$ cat config.mk
export PLATFORM = sky130hd
export DESIGN_NAME = alu_mc
export DESIGN_NICKNAME = d
export VERILOG_FILES = /design/src/rtl/alu_pkg.sv /design/src/rtl/alu_iter_unit.sv /design/src/rtl/alu_mc.sv
export SDC_FILE = /design/constraint.sdc
export NUM_CORES = 1
export LEC_CHECK = 0
export ABC_AREA = 1
export ABC_CLOCK_PERIOD_IN_PS = 3600
export BUFFER_PORTS_ARGS = -buffer_cell sky130_fd_sc_hd__buf_2
export CAP_MARGIN = 25
export CORE_UTILIZATION = 28
export DETAILED_ROUTE_END_ITERATION = 12
export GPL_TIMING_DRIVEN = 0
export HOLD_SLACK_MARGIN = 0.15
export SYNTH_ARGS = -nofsm -noshare
export SYNTH_HDL_FRONTEND = slang
export SYNTH_SLANG_ARGS = --single-unit
$ cat constraint.sdc
create_clock -name clk -period 3.6 [get_ports clk]
set_input_delay 0.18 -clock clk [delete_from_list [all_inputs] [get_ports clk]]
set_output_delay 0.18 -clock clk [all_outputs]
set_load 0.03 [all_outputs]
$ cat src/rtl/alu_pkg.sv
// Shared op/func codes and FSM state for the multi-cycle ALU.
// Imported by alu_mc and alu_iter_unit.
package alu_pkg;

    localparam logic [2:0] OP_ARITH  = 3'b001;
    localparam logic [2:0] OP_UNARY  = 3'b010;
    localparam logic [2:0] OP_MULDIV = 3'b011;
    localparam logic [2:0] OP_SHIFT  = 3'b100;

    localparam logic [2:0] F_AND = 3'd0;
    localparam logic [2:0] F_OR  = 3'd1;
    localparam logic [2:0] F_XOR = 3'd2;
    localparam logic [2:0] F_BIC = 3'd3;
    localparam logic [2:0] F_ADD = 3'd4;
    localparam logic [2:0] F_ADC = 3'd5;
    localparam logic [2:0] F_SUB = 3'd6;
    localparam logic [2:0] F_SBC = 3'd7;

    localparam logic [2:0] F_NEG = 3'd0;
    localparam logic [2:0] F_NOT = 3'd1;
    localparam logic [2:0] F_SXT = 3'd2;
    localparam logic [2:0] F_SCL = 3'd3;

    localparam logic [2:0] F_SHL  = 3'd0;
    localparam logic [2:0] F_SHR  = 3'd1;
    localparam logic [2:0] F_SHRA = 3'd2;
    localparam logic [2:0] F_ROL  = 3'd3;
    localparam logic [2:0] F_ROR  = 3'd4;
    localparam logic [2:0] F_RCL  = 3'd5;
    localparam logic [2:0] F_RCR  = 3'd6;

    localparam logic [2:0] F_MUL  = 3'd0;
    localparam logic [2:0] F_DIVU = 3'd1;
    localparam logic [2:0] F_REMU = 3'd2;

    typedef enum logic [1:0] {
        ST_IDLE,
        ST_EXEC,
        ST_DONE
    } state_t;

endpackage

$ cat src/rtl/alu_iter_unit.sv
// Bit-serial shift/rotate, shift-add multiply and restoring divide.
// result/carry show the outcome of the step taken this cycle.
module alu_iter_unit
    import alu_pkg::*;
#(
    parameter int WIDTH = 16,
    parameter int SHW   = $clog2(WIDTH)
) (
    input  logic             clk,
    input  logic             rst,
    input  logic             start,
    input  logic [2:0]       op_type,
    input  logic [2:0]       func,
    input  logic [WIDTH-1:0] a,
    input  logic [WIDTH-1:0] b,
    input  logic             cin,
    input  logic [SHW-1:0]   count,
    output logic             done,
    output logic [WIDTH-1:0] result,
    output logic             carry
);

    logic [WIDTH-1:0] acc, aux, bop;
    logic [WIDTH-1:0] acc_n, aux_n;
    logic [WIDTH:0]   sum, trial;
    logic [SHW-1:0]   cnt;
    logic [2:0]       op, fn;
    logic             cy, cy_n, busy;

    // acc: shift value / product high / remainder
    // aux: product low / dividend-then-quotient
    always_comb begin
        acc_n = acc;
        aux_n = aux;
        cy_n  = cy;
        sum   = {1'b0, acc} + (aux[0] ? {1'b0, bop} : '0);
        trial = {acc, aux[WIDTH-1]} - {1'b0, bop};
        if (op == OP_SHIFT) begin
            unique case (fn)
                F_SHL: begin
                    acc_n = {acc[WIDTH-2:0], 1'b0};
                    cy_n  = acc[WIDTH-1];
                end
                F_SHR: begin
                    acc_n = {1'b0, acc[WIDTH-1:1]};
                    cy_n  = acc[0];
                end
                F_SHRA: begin
                    acc_n = {acc[WIDTH-1], acc[WIDTH-1:1]};
                    cy_n  = acc[0];
                end
                F_ROL: begin
                    acc_n = {acc[WIDTH-2:0], acc[WIDTH-1]};
                    cy_n  = acc[WIDTH-1];
                end
                F_ROR: begin
                    acc_n = {acc[0], acc[WIDTH-1:1]};
                    cy_n  = acc[0];
                end
                F_RCL: begin
                    acc_n = {acc[WIDTH-2:0], cy};
                    cy_n  = acc[WIDTH-1];
                end
                F_RCR: begin
                    acc_n = {cy, acc[WIDTH-1:1]};
                    cy_n  = acc[0];
                end
                default: ;
            endcase
        end else if (fn == F_MUL) begin
            acc_n = sum[WIDTH:1];
            aux_n = {sum[0], aux[WIDTH-1:1]};
        end else if (trial[WIDTH] && (bop != '0)) begin
            acc_n = {acc[WIDTH-2:0], aux[WIDTH-1]};
            aux_n = {aux[WIDTH-2:0], 1'b0};
        end else begin
            // a zero divisor always "subtracts": all-ones quotient, remainder = A
            acc_n = trial[WIDTH-1:0];
            aux_n = {aux[WIDTH-2:0], 1'b1};
        end
    end

    assign done = busy && (cnt == '0);

    always_comb begin
        result = aux_n;
        carry  = 1'b0;
        if (op == OP_SHIFT) begin
            result = acc_n;
            carry  = cy_n;
        end else if (fn == F_MUL) begin
            carry = |acc_n;
        end else if (fn == F_REMU) begin
            result = acc_n;
        end
    end

    always_ff @(posedge clk) begin
        if (rst) begin
            busy <= 1'b0;
            cnt  <= '0;
            acc  <= '0;
            aux  <= '0;
            bop  <= '0;
            cy   <= 1'b0;
            op   <= '0;
            fn   <= '0;
        end else if (start) begin
            busy <= 1'b1;
            op   <= op_type;
            fn   <= func;
            bop  <= b;
            cy   <= cin;
            if (op_type == OP_SHIFT) begin
                acc <= a;
                aux <= '0;
                cnt <= count;
            end else begin
                acc <= '0;
                aux <= a;
                cnt <= SHW'(WIDTH - 1);
            end
        end else if (busy) begin
            acc <= acc_n;
            aux <= aux_n;
            cy  <= cy_n;
            cnt <= cnt - 1'b1;
            if (cnt == '0)
                busy <= 1'b0;
        end
    end

endmodule

$ cat src/rtl/alu_mc.sv
// Multi-cycle ALU: handshake FSM, single-cycle ops and flag generation.
// Shifts, multiply and divide run in alu_iter_unit.
module alu_mc
    import alu_pkg::*;
#(
    parameter int WIDTH = 16,
    localparam int SHW = $clog2(WIDTH)
) (
    input  logic             clk,
    input  logic             rst,
    input  logic             in_valid,
    output logic             in_ready,
    input  logic [WIDTH-1:0] A,
    input  logic [WIDTH-1:0] B,
    input  logic             Cin,
    input  logic [2:0]       op_type,
    input  logic [2:0]       func,
    input  logic [SHW-1:0]   shift_count,
    output logic             out_valid,
    input  logic             out_ready,
    output logic [WIDTH-1:0] S,
    output logic [3:0]       CVZN
);

    localparam logic [WIDTH-1:0] MINV = {1'b1, {(WIDTH-1){1'b0}}};

    state_t           state;
    logic [WIDTH-1:0] sres, addend, it_result;
    logic [WIDTH:0]   sum, neg;
    logic             sc, sv, sok, itok, cyi;
    logic             it_start, it_done, it_carry, div0;

    assign in_ready = (state == ST_IDLE) && !rst;
    assign it_start = in_ready && in_valid && itok;

    always_comb begin
        sres   = '0;
        sc     = 1'b0;
        sv     = 1'b0;
        sok    = 1'b0;
        itok   = 1'b0;
        addend = ((func == F_SUB) || (func == F_SBC)) ? ~B : B;
        cyi    = (func == F_SUB) ? 1'b1 : ((func == F_ADD) ? 1'b0 : Cin);
        sum    = {1'b0, A} + {1'b0, addend} + {{WIDTH{1'b0}}, cyi};
        neg    = {1'b0, ~A} + {{WIDTH{1'b0}}, 1'b1};
        unique case (op_type)
            OP_ARITH: begin
                sok = 1'b1;
                unique case (func)
                    F_AND:   sres = A & B;
                    F_OR:    sres = A | B;
                    F_XOR:   sres = A ^ B;
                    F_BIC:   sres = A & ~B;
                    default: begin
                        sres = sum[WIDTH-1:0];
                        sc   = sum[WIDTH];
                        sv   = (A[WIDTH-1] == addend[WIDTH-1]) &&
                               (sum[WIDTH-1] != A[WIDTH-1]);
                    end
                endcase
            end
            OP_UNARY: begin
                unique case (func)
                    F_NEG: begin
                        sok  = 1'b1;
                        sres = neg[WIDTH-1:0];
                        sc   = neg[WIDTH];
                        sv   = (A == MINV);
                    end
                    F_NOT: begin
                        sok  = 1'b1;
                        sres = ~A;
                    end
                    F_SXT: begin
                        sok  = 1'b1;
                        sres = {{(WIDTH-8){A[7]}}, A[7:0]};
                    end
                    F_SCL: begin
                        sok  = 1'b1;
                        sres = {{(WIDTH-8){1'b0}}, A[7:0]};
                    end
                    default: ;
                endcase
            end
            OP_SHIFT:  itok = (func <= F_RCR);
            OP_MULDIV: itok = (func <= F_REMU);
            default: ;
        endcase
    end

    alu_iter_unit #(
        .WIDTH(WIDTH),
        .SHW  (SHW)
    ) u_iter (
        .clk    (clk),
        .rst    (rst),
        .start  (it_start),
        .op_type(op_type),
        .func   (func),
        .a      (A),
        .b      (B),
        .cin    (Cin),
        .count  (shift_count),
        .done   (it_done),
        .result (it_result),
        .carry  (it_carry)
    );

    always_ff @(posedge clk) begin
        if (rst) begin
            state     <= ST_IDLE;
            out_valid <= 1'b0;
            S         <= '0;
            CVZN      <= '0;
            div0      <= 1'b0;
        end else begin
            unique case (state)
                ST_IDLE: begin
                    if (in_valid) begin
                        div0 <= (op_type == OP_MULDIV) &&
                                (func != F_MUL) && (B == '0);
                        if (itok) begin
                            state <= ST_EXEC;
                        end else begin
                            // unlisted codes finish here with S and flags zero
                            state     <= ST_DONE;
                            out_valid <= 1'b1;
                            if (sok) begin
                                S    <= sres;
                                CVZN <= {sc, sv, sres == '0,
                                         sres[WIDTH-1]};
                            end
                        end
                    end
                end
                ST_EXEC: begin
                    if (it_done) begin
                        state     <= ST_DONE;
                        out_valid <= 1'b1;
                        S         <= it_result;
                        CVZN      <= {it_carry, div0, it_result == '0,
                                      it_result[WIDTH-1]};
                    end
                end
                ST_DONE: begin
                    if (out_ready) begin
                        state     <= ST_IDLE;
                        out_valid <= 1'b0;
                        S         <= '0;
                        CVZN      <= '0;
                    end
                end
                default: state <= ST_IDLE;
            endcase
        end
    end

endmodule

==> qor.yml, run 1 <==
grt_util_all_layers_pct: 23.75
dr.pass1.iters: 5
core.rowCount: 67
setup_viol: 0
placed_area_um2: 10460
fin_util_pct: 32.27
maxCapViolations: 0
met1_usage_pct: 30.95
ys_seq_area_share_pct: 17.35
ys_ff_latch: 83
period_minus_slack_ps: 3412
antenna-diode-count: 0
grt_start_max_net_pins: 15
io_buffers: 65
place_congestion: 1.003
synth_top_area_cell: "dfxtp_1"
grt_pass1_wl_mm: 64.18
dp_hpwl_mm: 34.81
clk_latency_ps: 360
grt.overflow.total: 0
crit_fanout: 10
tns_ps: 0
period_share_pct: 94.79
fin_nets: 1812
drtIter0Drc: 1183
synth.distinct_cells: 55
drcViolationCount: 0
power.leakage_nw: 5.100
clockBufferDepth: 2
hold_slack_ps: 154.6
grt_use_met3_pct: 2.833
avgSynthCellArea_um2: 5.947
crit_type: "register to register"
initial_core_util_pct: 28.48
ios: 69
area_growth_pct: 13.29
numCtsBuffers: 9
synth_top_area_share_pct: 17.35
antenna_left: 0
end_kind: "register"
syn_inst: 1610
hp-class: "primary input to register"
critPathArrivalTime_ps: 3720
startpoint_type: "register"
synthFlopType: "dfxtp_1"
fin_total_pwr_mw: 4.799
routed_wl_mm: 42.29
grt_busiest_layer: "met2"
syn_area_um2: 9575
wl_per_cell_um: 19.73
tightest_slew_ps: 887.5
syn_nets: 1730
skew_ps: 20.18
clk_pin_slew_ps: 70
async_flop_share_pct: 0
clkSinkCount: 83
antenna_found_initial: 0
synthTopCellsByCount: "382 x nand2_1, 191 x inv_1, 158 x a21oi_1, 134 x o21ai_0, 128 x nor2_1"
stdcell_area_um2: 10850
core_region_area_um2: 33620
via_count: 11600
hold_viol: 0
irDropWorstVdd_uv: 422.2
synth_edf_count: 0
post-synth-top-count-cell: "nand2_1"
vias_per_cell: 5.410
root_buffer: "clkbuf_16"
slew_violations: 0
power_density_nw_per_um2: 442.4
max_freq_mhz: 293.1
final_layout_size_suffix_gt1_share_pct: 8.844
first_global_vias: 10920
grt_use_met2_pct: 39.16
status: "completed"
cts_tree: "yes"
synth_area_leaders: "dfxtp_1 17%, nand2_1 15%, ha_1 9.0%, a21oi_1 8.3%, inv_1 7.5%"
rsz0062_at_grt: "no"
slew_headroom_pct: 40.61
die_w_um: 186.9
synth_warnings: 0
critPathRequiredTime_ps: 3910
htree_levels: 3
dieArea_um2: 34940
die_y_um: 186.9
## registers in the layout (all words and copies together) (netlist names), 3 cells and up
register	cells
S	15
u_iter.aux	16
u_iter.op	3
u_iter.fn	3
CVZN	4
u_iter.bop	16
u_iter.cnt	4
u_iter.acc	16
## where the power goes
part           internal [mW]  leakage, nW  switching [mW]
clock                  0.557        0.149           0.424
sequential              1.07        0.676           0.136
combinational          0.792         4.28            1.82
## kinds of logic (layout without fill, tap and decap cells)
logic type	count (synthesis)	in the layout	synth area share (%)
and+or+nand+nor	704	704	31.60
AOI/OAI and AO/OA	431	431	25.94
buffers and inverters	275	361	11.24
DFF	83	83	17.35
adders and majority gates	73	73	9.852
xor gates and xnor gates	44	44	4.025
## per-stage QoR
step	worst slack, ps	std cells
floorplan	394.4	1610
global placement	-285.0	2123
detailed placement	-328.4	2123
CTS	42.36	2143
global route	9.772	2144
finish	187.6	2144
## path summary, 6_finish.rpt
path / start / end / slack (ps) / depth (start not counted)
max: u_iter.aux[15] / CVZN[1] / 190 / 24
min: B[1] / u_iter.bop[1] / 150 / 3
max reg2reg: u_iter.aux[15] / CVZN[1] / 190 / 24
min reg2reg: div0 / div0 / 470 / 2
## final cells by class
cell class	instances	area, µm²
fill	3765	22770
multi-input combinational	1252	6853
sequential	83	1667
inverter	209	787.0
tap	448	560.5
timing repair buffer	72	392.9
buffer	65	287.8
clock buffer	10	239.0
clock inverter	5	61.31
## what timing repair did
item                                   in CTS  in global routing
setup endpoints to repair                   5                  6
hold buffers                                6                  0
endpoints found under the hold margin       6                  0
resized for setup                           1                 12
buffers inserted                            0                  1
pin swaps                                   0                  2
## layout by cell type, fill, tap and decap left out, types with 5 or more instances in the layout
cell type,synthesis,routed
a211oi_1,9,9
a21oi_1,158,158
a31oi_1,25,25
buf_2,12,77
clkbuf_1,46,44
clkbuf_16,0,9
dfxtp_1,83,79
dlygate4sd3_1,0,6
ha_1,69,69
inv_1,191,191
inv_2,15,15
nand2_1,382,379
nand2_2,5,8
nand3_1,120,120
nand4_1,19,19
nor2_1,128,128
nor3_1,22,22
nor4_1,5,5
o211ai_1,38,38
o21ai_0,134,133
o21ai_1,11,12
o21bai_1,8,7
o221ai_1,8,8
o22ai_1,7,7
o32ai_1,8,8
xor2_1,41,41
## routing by layer
layer | vias to the layer above | part of all wire [%]
met5 | - | 0
met4 | 0 | 4.5
met3 | 99 | 7.1
met2 | 542 | 45
met1 | 5341 | 43
li1 | 5616 | -
## worst max-delay path, cell delays in order, from the launching register on
cell,delay [ps]
dfxtp_1,330
inv_1,120
ha_1,240
fa_1,410
inv_1,70
nand2_1,50
nand2_1,100
nand3_2,80
nand2_2,130
nand2_2,100
nand2_1,100
nand2_2,70
nand3_4,130
nor2_4,110
nand2_1,100
nand3_1,70
nand2_1,130
nand2_1,70
a21boi_1,430
nand3_1,140
nor2_1,120
nand2_1,70
nand3_1,90
nand2_1,50
inv_1,40
No activity file was read; power rests on OpenSTA's default activity.
==> run 2: changes to the inputs <==
--- a/config.mk
+++ b/config.mk
@@ -5,7 +5,6 @@
 export SDC_FILE = /design/constraint.sdc
 export NUM_CORES = 1
 export LEC_CHECK = 0
-export ABC_AREA = 1
 export ABC_CLOCK_PERIOD_IN_PS = 3600
 export BUFFER_PORTS_ARGS = -buffer_cell sky130_fd_sc_hd__buf_2
 export CAP_MARGIN = 25
==> run 2 against run 1 <==
- the run now ends with setup timing left
- register-to-register slack got worse by 220 ps
- setup slack got worse by 220 ps
- power decreased by 32%
- critical path type unchanged
- utilization increased by 1.0 points
- via count increased by 5.6%
- sequential power decreased by 15%
- area after synthesis increased by 5.2%
- non-clock buffer count increased by 52
==> qor.yml, run 2 <==
period_minus_slack_ps: 3629  # was 3412 ps
irDropWorstVdd_uv: 230.1  # was 422.2 µV
dieArea_um2: 36750  # was 34940 µm²
seqPwrFrac_pct: 31.4  # was 25.2%
ios: 69  # unchanged
die_y_um: 191.7  # was 186.9 µm
place_congestion: 1.010  # was 1.003
end_kind: "register"  # unchanged
hp-class: "primary input to register"  # unchanged
initial_core_util_pct: 28.40  # was 28.48%
synth_warnings: 0  # unchanged
die_w_um: 191.7  # was 186.9 µm
reg2reg_depth: 12  # was 24
power_density_nw_per_um2: 277.7  # was 442.4 nW/µm²
antenna-diode-count: 0  # unchanged
antenna_left: 0  # unchanged
period_share_pct: 100.8  # was 94.79%
violations: "setup timing"
numCtsBuffers: 9  # unchanged
r2r_setup_slack_ps: -30  # was 190 ps
maxCapViolations: 0  # unchanged
p_clk_share_pct: 28.2  # was 20.4%
final_layout_size_suffix_gt1_share_pct: 13.21  # was 8.844%
combPwrFrac_pct: 40.4  # was 54.3%
avgSynthCellArea_um2: 6.846  # was 5.947 µm²
syn_nets: 1592  # was 1730
vias_per_cell: 6.041  # was 5.410
first_global_vias: 11400  # was 10920
fin_nets: 1682  # was 1812
slowest_stage: "dfxtp_2"  # was a21boi_1
antenna_found_initial: 0  # unchanged
clk_pin_slew_ps: 70  # about the same
hold_end: "u_iter.bop[2]"  # was u_iter.bop[1]
synthTopCellsByCount: "159 x nand2_1, 147 x a21oi_1, 105 x nor2_1, 90 x clkbuf_1, 87 x o21ai_0"  # was 382 x nand2_1, 191 x inv_1, 158 x a21oi_1, 134 x o21ai_0, 128 x nor2_1
layout_common_cells: "157 x nand2_1, 140 x a21oi_1, 105 x nor2_1, 81 x o21ai_0, 79 x inv_1"  # was 379 x nand2_1, 191 x inv_1, 158 x a21oi_1, 133 x o21ai_0, 128 x nor2_1
cts_tree: "yes"  # unchanged
status: "finished with violations"  # was completed
routed_wl_mm: 47.35  # was 42.29 mm
synthFlopType: "dfxtp_1"  # unchanged
final_cell_count_no_fill: 2028  # was 2144
slew_violations: 0  # unchanged
synth_top_area_cell: "dfxtp_1"  # unchanged
cp_cell_sequence: "ha_1, o211ai_2, a21oi_4, o21ai_4, o211a_1, buf_6, mux2i_4, mux2i_2, o221a_1, nand4_1, or4_1, o31ai_2"  # was inv_1, ha_1, fa_1, inv_1, nand2_1, nand2_1, nand3_2, nand2_2, nand2_2, nand2_1, nand2_2, nand3_4, nor2_4, nand2_1, nand3_1, nand2_1, nand2_1, a21boi_1, nand3_1, nor2_1, nand2_1, nand3_1, nand2_1, inv_1
crit_fanout: 10  # unchanged
core.rowCount: 69  # was 67
rsz0062_at_grt: "yes"  # was no
grt_start_max_net_pins: 34  # was 15
cellInternalPower_mw: 1.931  # was 2.424 mW
synth.distinct_cells: 82  # was 55
dp_hpwl_mm: 37.05  # was 34.81 mm
htree_levels: 3  # unchanged
drtIter0Drc: 1395  # was 1183
hold_path.startpoint: "B[2]"  # was B[1]
ys_seq_area_share_pct: 16.49  # was 17.35%
drcViolationCount: 0  # unchanged
setup_viol: 1  # was 0
max_freq_mhz: 275.6  # was 293.1 MHz
async_flop_share_pct: 0  # unchanged
skew_ps: 6.969  # was 20.18 ps
dr.pass1.iters: 7  # was 5
critPathRequiredTime_ps: 3870  # was 3910 ps
clockBufferDepth: 2  # unchanged
ys_ff_latch: 83  # unchanged
critPathArrivalTime_ps: 3900  # was 3720 ps
grt_pass1_wl_mm: 70.68  # was 64.18 mm
r2r_start: "u_iter.acc[2]"  # was u_iter.aux[15]
worstReg2RegEnd: "CVZN[1]"  # unchanged
synth_edf_count: 0  # unchanged
via_count: 12250  # was 11600
synth_area_leaders: "dfxtp_1 16%, ha_1 8.6%, a21oi_1 7.3%, nand2_1 5.9%, o21ai_0 4.3%"  # was dfxtp_1 17%, nand2_1 15%, ha_1 9.0%, a21oi_1 8.3%, inv_1 7.5%
top_regs: "u_iter.acc: 16 flops, u_iter.aux: 16 flops, u_iter.bop: 16 flops"  # unchanged
crit_type: "register to register"  # unchanged
hold_viol: 0  # unchanged
root_buffer: "clkbuf_16"  # unchanged
clk_latency_ps: 360  # about the same
syn_area_um2: 10080  # was 9575 µm²
syn_inst: 1472  # was 1610
clkSinkCount: 83  # unchanged
area_growth_pct: 17.17  # was 13.29%
layout.cells.most_common: "nand2_1"  # unchanged
fin_ws_ps: -28.94  # was 187.6 ps
max_stage_delay_ps: 540  # was 430 ps
startpoint_type: "register"  # unchanged
io_buffers: 67  # was 65
synth_top_area_share_pct: 16.49  # was 17.35%
tightest_slew_ps: 1018  # was 887.5 ps
core_region_area_um2: 35480  # was 33620 µm²
wl_per_cell_um: 23.35  # was 19.73 µm
slew_headroom_pct: 31.06  # was 40.61%
grt.overflow.total: 0  # unchanged
grt_util_all_layers_pct: 25.49  # was 23.75%
switching_share_pct: 41.13  # was 49.50%
holdPathStages: 3  # unchanged
post-synth-top-count-cell: "nand2_1"  # unchanged
power.leakage_nw: 4.293  # was 5.100 nW
hold_slack_ps: 141.9  # was 154.6 ps
place_inst: 2001  # was 2123
p_sw_mw: 1.349  # was 2.376 mW
fin_total_pwr_mw: 3.280  # was 4.799 mW
run 2: cell types whose count changed in the layout (fill, tap and decap cells not counted), moves of 19 or more:
cell      before  now
o211ai_1      38   58
nor3_1        22   51
mux2i_1        0   19
nor2_1       128  105
buf_4          2   22
xor2_1        41   17
a211oi_1       9   33
and2_1         2   24
nand2_1      379  157
clkbuf_1      44   76
nand3_1      120   66
xnor2_1        3   45
o21ai_0      133   81
inv_1        191   79
run 2: layout make-up:
class / instances / area (µm²)
Buffer: 102 / 456.7
Clock buffer: 10 / 229.0
Clock inverter: 6 / 57.56
Fill cell: 3797 / 23680
Inverter: 80 / 300.3
Multi-Input combinational cell: 1199 / 7976
Sequential cell: 83 / 1702
Tap cell: 461 / 576.8
Timing Repair Buffer: 87 / 509.2
run 2: kinds of logic (layout without fill, tap and decap cells):
family	Yosys count	count (layout)	share of synthesized area, %
compound gates	507	507	33.00
xor+xnor	62	62	5.389
fa+ha+maj	73	73	9.362
buf+inv	190	285	7.263
flops	83	83	16.49
mux	26	26	2.694
simple gates	531	531	25.80
run 2: stage by stage:
| stage | cell area (µm²) | TNS [ps] | utilization [%] | worst slack (ps) |
|---|---|---|---|---|
| after floorplan | 10110 | 0 | - | 1.494 |
| after global placement | 11020 | -14790 | 31.05 | -1430 |
| after detailed placement | 11030 | -15300 | 31.07 | -1435 |
| after CTS | 11620 | 0 | 32.74 | 1.495 |
| after global routing | 11810 | -196.3 | 33.28 | -84.21 |
| final | 11810 | -28.94 | 33.28 | -28.94 |
run 2: timing repair:
item / CTS / global route
setup buffers: 15 / 3
gates resized for setup: 70 / 42
hold buffers: 0 / 0
endpoints found under the setup margin: 31 / 13
gates cloned: 1 / 0
pin swaps: 17 / 17
run 2: routing by layer:
metal	track usage, %	wire, µm	vias to the layer above
li1	-	-	5624
met1	34.09	20180	5852
met2	39.79	21100	640
met3	4.385	3995	135
met4	11.23	2073	0
met5	0.4121	0	-
run 2: power by group through the flow:
stage / logic, mW / clock network, mW / registers [mW]
after CTS: 1.27 / 0.919 / 1.03
after global placement: 1.21 / 0 / 1.05
after detailed placement: 1.22 / 0 / 1.05
after floorplan: 0.758 / 0 / 1.12
final: 1.32 / 0.926 / 1.03
after global routing: 1.43 / 0.958 / 1.04
run 2: worst max path at each step:
stage	slack [ps]	startpoint	cells past startpoint	to
global placement	-1430	func[1]	18	CVZN[3]
detailed placement	-1440	func[1]	18	CVZN[3]
floorplan	1	func[2]	18	CVZN[1]
finish	-30	u_iter.acc[2]	12	CVZN[1]
CTS	1	u_iter.aux[15]	13	CVZN[1]
global route	-80	u_iter.acc[2]	13	CVZN[1]
run 2: worst max-delay path: cells and delay by family, from the launching register on:
| kind | cells | cell delay [ps] |
|---|---|---|
| buf+inv | 1 | 120 |
| flops | 1 | 540 |
| fa+ha+maj | 1 | 370 |
| mux | 2 | 800 |
| simple gates | 2 | 550 |
| compound gates | 6 | 1140 |
